===== src/rtl/reg_wport_if.sv =====
// Register-file write-port bus: three requesters in, one registered write port out.
interface reg_wport_if;
  localparam int unsigned ADDR_W = 4;
  localparam int unsigned DATA_W = 16;

  logic              hold;
  logic              req0;
  logic              req1;
  logic              req2;
  logic [ADDR_W-1:0] addr0;
  logic [ADDR_W-1:0] addr1;
  logic [ADDR_W-1:0] addr2;
  logic [DATA_W-1:0] data0;
  logic [DATA_W-1:0] data1;
  logic [DATA_W-1:0] data2;
  logic              gnt0;
  logic              gnt1;
  logic              gnt2;
  logic              RW;
  logic [ADDR_W-1:0] DA;
  logic [DATA_W-1:0] Din;
  logic              pc_fault;
  logic              cg_drop;
  logic              starve_active;

  // Requesters, control unit and register file side
  modport master (
    output hold, req0, req1, req2, addr0, addr1, addr2, data0, data1, data2,
    input  gnt0, gnt1, gnt2, RW, DA, Din, pc_fault, cg_drop, starve_active
  );

  // Arbiter side
  modport slave (
    input  hold, req0, req1, req2, addr0, addr1, addr2, data0, data1, data2,
    output gnt0, gnt1, gnt2, RW, DA, Din, pc_fault, cg_drop, starve_active
  );
endinterface


===== src/rtl/reg_wport_arbiter.sv =====
// Register-file write-port arbiter: fixed priority req0 > req1 > req2, with req2
// promoted above req1 for one grant after STARVE_LIMIT consecutive denials.
// Writes to R3 (constant generator) are dropped; low PC writes are flagged.
module reg_wport_arbiter #(
  parameter int unsigned STARVE_LIMIT = 4,
  parameter logic [15:0] PC_MIN       = 16'h0200
) (
  input  logic        clk,
  input  logic        rst,
  reg_wport_if.slave  bus
);

  localparam int unsigned ADDR_W  = 4;
  localparam int unsigned DATA_W  = 16;
  localparam int unsigned CLOG_W  = $clog2(STARVE_LIMIT + 1);
  localparam int unsigned CNT_W   = (CLOG_W > 3) ? CLOG_W : 3;
  localparam logic [ADDR_W-1:0] PC_ADDR = ADDR_W'(0);
  localparam logic [ADDR_W-1:0] CG_ADDR = ADDR_W'(3);

  logic [CNT_W-1:0]  starve_cnt_q, starve_cnt_d;
  logic              rw_q, rw_d;
  logic [ADDR_W-1:0] da_q, da_d;
  logic [DATA_W-1:0] din_q, din_d;
  logic              pc_fault_q, pc_fault_d;
  logic              cg_drop_q, cg_drop_d;

  logic              promote_c;
  logic              gnt0_c, gnt1_c, gnt2_c;
  logic              any_gnt_c;
  logic [ADDR_W-1:0] sel_addr_c;
  logic [DATA_W-1:0] sel_data_c;

  // Grant selection; req0 always wins, promoted req2 jumps ahead of req1
  always_comb begin
    gnt0_c    = 1'b0;
    gnt1_c    = 1'b0;
    gnt2_c    = 1'b0;
    promote_c = (starve_cnt_q == CNT_W'(STARVE_LIMIT)) && bus.req2
                && !bus.hold && !rst;
    if (!rst && !bus.hold) begin
      if (bus.req0)      gnt0_c = 1'b1;
      else if (promote_c) gnt2_c = 1'b1;
      else if (bus.req1) gnt1_c = 1'b1;
      else if (bus.req2) gnt2_c = 1'b1;
    end
  end

  // Winner's address/data mux
  always_comb begin
    any_gnt_c  = gnt0_c | gnt1_c | gnt2_c;
    sel_addr_c = '0;
    sel_data_c = '0;
    if (gnt0_c) begin
      sel_addr_c = bus.addr0;
      sel_data_c = bus.data0;
    end else if (gnt1_c) begin
      sel_addr_c = bus.addr1;
      sel_data_c = bus.data1;
    end else if (gnt2_c) begin
      sel_addr_c = bus.addr2;
      sel_data_c = bus.data2;
    end
  end

  // Next write-port state, fault flags and starvation counter
  always_comb begin
    rw_d         = 1'b0;
    pc_fault_d   = 1'b0;
    cg_drop_d    = 1'b0;
    da_d         = da_q;
    din_d        = din_q;
    starve_cnt_d = starve_cnt_q;

    if (any_gnt_c) begin
      da_d  = sel_addr_c;
      din_d = sel_data_c;
      if (sel_addr_c == CG_ADDR) begin
        cg_drop_d = 1'b1;
      end else begin
        rw_d       = 1'b1;
        pc_fault_d = (sel_addr_c == PC_ADDR) && (sel_data_c < PC_MIN);
      end
    end

    if (!bus.hold) begin
      if (gnt2_c || !bus.req2) begin
        starve_cnt_d = '0;
      end else if (starve_cnt_q < CNT_W'(STARVE_LIMIT)) begin
        starve_cnt_d = starve_cnt_q + CNT_W'(1);
      end
    end
  end

  // State registers with synchronous reset
  always_ff @(posedge clk) begin
    if (rst) begin
      starve_cnt_q <= '0;
      rw_q         <= 1'b0;
      da_q         <= '0;
      din_q        <= '0;
      pc_fault_q   <= 1'b0;
      cg_drop_q    <= 1'b0;
    end else begin
      starve_cnt_q <= starve_cnt_d;
      rw_q         <= rw_d;
      da_q         <= da_d;
      din_q        <= din_d;
      pc_fault_q   <= pc_fault_d;
      cg_drop_q    <= cg_drop_d;
    end
  end

  assign bus.gnt0          = gnt0_c;
  assign bus.gnt1          = gnt1_c;
  assign bus.gnt2          = gnt2_c;
  assign bus.starve_active = promote_c;
  assign bus.RW            = rw_q;
  assign bus.DA            = da_q;
  assign bus.Din           = din_q;
  assign bus.pc_fault      = pc_fault_q;
  assign bus.cg_drop       = cg_drop_q;

endmodule


===== src/flat_wrapper.sv =====
// flat-port wrapper written by rule: the top's interface ports become plain ports
module reg_wport_arbiter_flat 
#(
  parameter int unsigned STARVE_LIMIT = 4,
  parameter logic [15:0] PC_MIN       = 16'h0200
)
  (clk, rst, bus_hold, bus_req0, bus_req1, bus_req2, bus_addr0, bus_addr1, bus_addr2, bus_data0, bus_data1, bus_data2, bus_gnt0, bus_gnt1, bus_gnt2, bus_RW, bus_DA, bus_Din, bus_pc_fault, bus_cg_drop, bus_starve_active);
  reg_wport_if bus_i ();
  input  logic clk;
  input  logic rst;
  input wire logic [$bits(bus_i.hold)-1:0] bus_hold;
  input wire logic [$bits(bus_i.req0)-1:0] bus_req0;
  input wire logic [$bits(bus_i.req1)-1:0] bus_req1;
  input wire logic [$bits(bus_i.req2)-1:0] bus_req2;
  input wire logic [$bits(bus_i.addr0)-1:0] bus_addr0;
  input wire logic [$bits(bus_i.addr1)-1:0] bus_addr1;
  input wire logic [$bits(bus_i.addr2)-1:0] bus_addr2;
  input wire logic [$bits(bus_i.data0)-1:0] bus_data0;
  input wire logic [$bits(bus_i.data1)-1:0] bus_data1;
  input wire logic [$bits(bus_i.data2)-1:0] bus_data2;
  output wire logic [$bits(bus_i.gnt0)-1:0] bus_gnt0;
  output wire logic [$bits(bus_i.gnt1)-1:0] bus_gnt1;
  output wire logic [$bits(bus_i.gnt2)-1:0] bus_gnt2;
  output wire logic [$bits(bus_i.RW)-1:0] bus_RW;
  output wire logic [$bits(bus_i.DA)-1:0] bus_DA;
  output wire logic [$bits(bus_i.Din)-1:0] bus_Din;
  output wire logic [$bits(bus_i.pc_fault)-1:0] bus_pc_fault;
  output wire logic [$bits(bus_i.cg_drop)-1:0] bus_cg_drop;
  output wire logic [$bits(bus_i.starve_active)-1:0] bus_starve_active;
  assign bus_i.hold = bus_hold;
  assign bus_i.req0 = bus_req0;
  assign bus_i.req1 = bus_req1;
  assign bus_i.req2 = bus_req2;
  assign bus_i.addr0 = bus_addr0;
  assign bus_i.addr1 = bus_addr1;
  assign bus_i.addr2 = bus_addr2;
  assign bus_i.data0 = bus_data0;
  assign bus_i.data1 = bus_data1;
  assign bus_i.data2 = bus_data2;
  assign bus_gnt0 = bus_i.gnt0;
  assign bus_gnt1 = bus_i.gnt1;
  assign bus_gnt2 = bus_i.gnt2;
  assign bus_RW = bus_i.RW;
  assign bus_DA = bus_i.DA;
  assign bus_Din = bus_i.Din;
  assign bus_pc_fault = bus_i.pc_fault;
  assign bus_cg_drop = bus_i.cg_drop;
  assign bus_starve_active = bus_i.starve_active;
  reg_wport_arbiter #(.STARVE_LIMIT(STARVE_LIMIT), .PC_MIN(PC_MIN)) u_core (.clk(clk), .rst(rst), .bus(bus_i));
endmodule

===== config.mk =====
export PLATFORM = sky130hd
export DESIGN_NAME = reg_wport_arbiter_flat
export DESIGN_NICKNAME = d
export VERILOG_FILES = /design/src/rtl/reg_wport_if.sv /design/src/rtl/reg_wport_arbiter.sv /design/src/flat_wrapper.sv
export SDC_FILE = /design/constraint.sdc
export NUM_CORES = 1
export LEC_CHECK = 0
export CAP_MARGIN = 20
export CORE_MARGIN = 2
export CORE_UTILIZATION = 36
export DETAILED_ROUTE_END_ITERATION = 7
export HOLD_SLACK_MARGIN = 0.06
export PLACE_DENSITY = 0.9
export SKIP_LAST_GASP = 1
export SYNTH_ARGS = -nofsm -noshare
export SYNTH_HDL_FRONTEND = slang
export SYNTH_SLANG_ARGS = --single-unit
export TNS_END_PERCENT = 20

===== constraint.sdc =====
create_clock -name clk -period 4.98 [get_ports clk]
set_input_delay 0.747 -clock clk [delete_from_list [all_inputs] [get_ports clk]]
set_output_delay 0.747 -clock clk [all_outputs]
set_load 0.01 [all_outputs]

==> run_results.csv <==
group,metric,value,unit
outcome,status,"finished clean",
timing,fin_crit_sh,0.695,
floorplanning,die_w,62.3,µm
route,post_drt_wl_per_cell,14.8,µm
synth,synth_flop_cell,"dfxtp_1",
timing,drv_slew,0,
clock_network,cts_root_buf,"clkbuf_4",
finish,stdcell_count,276,
clock_network,cts_buffers,3,
place,dpl.hpwl,3.10,mm
place,finalWeightedCongestion,0.756,
route,drcViolationCount,0,
synth,ys_seq_elements,26,
synth,syn_nets,208,
timing,period_needed,3.46,ns
synth,avgSynthCellArea,8.73,µm²
timing,finClkSkew,0.0120,ns
timing,relSlewSlack,0.573,
synth,synth_cell_types,35,
timing,setup_tns,0,ns
grt,antenna_found_initial,0,
clock_network,clk_latency,0.33,ns
finish,fin_nets,299,
worst_setup_path,rrSetupSlack,3.15,ns
finish,drive_gt1_frac,0.0435,
timing,hold_violations,0,
worst_setup_path,r2r_cells,8,
synth,syn_area,0.00122,mm²
timing,max_freq,289,MHz
grt,grt_usage,0.215,
worst_setup_path,r2r_start,"u_core.starve_cnt_q[0]$_SDFFE_PP0P_",
worst_setup_path,cp.arrival,2.72,ns
timing,grt_setup_unrepaired,"false",
grt,grt_overflow,0,
clock_network,cts_resized,0,
pwr,p_leak,0.000874,µW
pwr,ir_worst_vdd,0.113,mV
floorplanning,pin_count,93,
floorplanning,rows,21,
grt,grt_pass1_wl,6.82,mm
worst_setup_path,critPathCaptureType,"output pin",
synth,ys_seq_area_frac,0.426,
synth,synth_top_area_frac,0.426,
clock_network,ctsHoldBuffers,0,
synth,synth_edf_count,0,
route,first_pass_iters,7,
place,io_buffers,92,
route,drt-total-wl,4.09,mm
synth,synth_warnings,0,
grt,grt_max_degree,27,
timing,setup_violations,0,
synth,yosys-top-cells-area,"dfxtp_1, a222oi_1, nand2_1",
finish,fillers,278,
synth,synth_cells,140,
route,drt_iter0_drc,142,
place,placedCellCount,272,
worst_setup_path,cp.required,4.23,ns
worst_setup_path,worst-setup-path-type,"in2out",
worst_setup_path,r2r-end,"u_core.bus.pc_fault$_SDFF_PP0_",
hold_path,worstHoldStart,"u_core.bus.DA[1]$_SDFFE_PP0N_",
timing,worst_slew_pin_slew,0.637,ns
floorplanning,core-area,0.00331,mm²
route,vias,1493,
route,viasPerCell,5.41,
floorplanning,die-area,0.00388,mm²
route,ant_nets,0,
finish,syn_to_final_growth,82.0,%
hold_path,whs_path_depth,1,
grt,grt_pass1_vias,1493,
flow_run,drv_cap,0,
floorplanning,die_h,62.3,µm
finish,antenna_cells,0,
pwr,power_density,228,mW/mm²
clock_network,cts_htree_levels,1,
synth,synth-async-reset-ratio,0,
floorplanning,start_util,0.369,
worst_setup_path,worstSetupStartpoint,"rst",
hold_path,whs_endpoint,"u_core.bus.DA[1]$_SDFFE_PP0N_",
clock_network,postCtsSetupRepairBufs,0,
worst_setup_path,critPathLaunchType,"input pin",
clock_network,clk_pin_slew,0.15,ns
clock_network,cts_buffer_depth,2,
clock_network,cts_tree,"done",
hold_path,hp-class,"reg2reg",
clock_network,clkSinkCount,26,
synth,yosys.area.top_type,"dfxtp_1",
worst_setup_path,crit_fanout,26,
pwr,p_total,506,µW
sequential cells by signal, summed over array words and instances, names as in the netlist:
signal	cells
u_core.bus.cg_drop	1
u_core.bus.pc_fault	1
u_core.starve_cnt_q	3
u_core.bus.Din	16
u_core.bus.RW	1
u_core.bus.DA	4
placed cells by master (no fill, tap or decap), types with 2 or more instances in the layout:
master and count:
nand2_1 35, and3_1 3, clkdlybuf4s50_1 92, a21oi_1 7, a222oi_1 16, nor3_1 2, o21ai_0 2, buf_4 3
nor2_1 4, ha_1 2, dfxtp_1 26, o31ai_1 2, clkbuf_4 3, inv_1 5, a21o_1 2, a22oi_1 5
nor4_1 4
worst max path at each step:
| stage | endpoint | slack [ns] | cells past startpoint |
|---|---|---|---|
| 2_1_floorplan | bus_gnt0 | 2.64 | 4 |
| 3_3_place_gp | bus_gnt2 | 1.56 | 5 |
| 3_5_place_dp | bus_gnt2 | 1.51 | 5 |
| 4_1_cts | bus_gnt2 | 1.51 | 5 |
| 5_1_grt | bus_gnt2 | 1.35 | 5 |
| 6_report | bus_gnt2 | 1.52 | 5 |
synth_stat cells (2+ instances only):
master     n
a22oi_1    5
o21ai_0    2
a222oi_1  16
inv_1      5
nor2_1     4
nor4_1     4
o31ai_1    2
ha_1       2
dfxtp_1   26
a21o_1     2
nor3_1     2
a21oi_1    7
and3_1     3
buf_2      5
nand2_1   35
layer usage:
layer / GRT usage / vias up / share of wire
met5: 0 / - / 0
met4: 0.0833 / 0 / 0.015
met3: 0.0399 / 8 / 0.080
met2: 0.376 / 80 / 0.52
met1: 0.262 / 690 / 0.39
li1: - / 715 / -
report_power, final:
group          internal, µW  switching [µW]
sequential              223            7.55
clock                  81.4            64.6
combinational          83.8            46.3
worst max-delay path, cell delays in order:
cell and delay [ns]:
clkdlybuf4s50_1 0.61, nor3_1 0.28, nor3b_2 0.19, buf_4 0.29, clkdlybuf4s50_1 0.59
kinds of logic (layout without fill, tap and decap cells):
group | Yosys count | after routing | synth area share
fa+ha+maj | 2 | 2 | 0.0205
buf+inv | 14 | 104 | 0.0573
compound gates | 41 | 41 | 0.270
flops | 26 | 26 | 0.426
mux | 1 | 1 | 0.00819
simple gates | 56 | 56 | 0.218
per-stage QoR:
step	setup slack, ns	hold WS (ns)	cell area (µm²)	util
2_1_floorplan	2.64	0.497	1220	-
3_3_place_gp	1.56	0.452	2170	0.656
3_5_place_dp	1.51	0.458	2170	0.656
4_1_cts	1.51	0.488	2220	0.672
5_1_grt	1.35	0.506	2220	0.672
6_report	1.52	0.487	2220	0.672
area by class of cell:
| type | count | area, µm² | share of cell area |
|---|---|---|---|
| sequential | 26 | 520 | 0.234 |
| timing repair buffer | 95 | 943 | 0.424 |
| inverter | 5 | 18.8 | 0.00844 |
| clock buffer | 3 | 22.5 | 0.0101 |
| clock inverter | 1 | 30.0 | 0.0135 |
| tap | 46 | 57.6 | 0.0259 |
| multi-input combinational | 100 | 632 | 0.284 |
(Power assumes the default switching activity.)
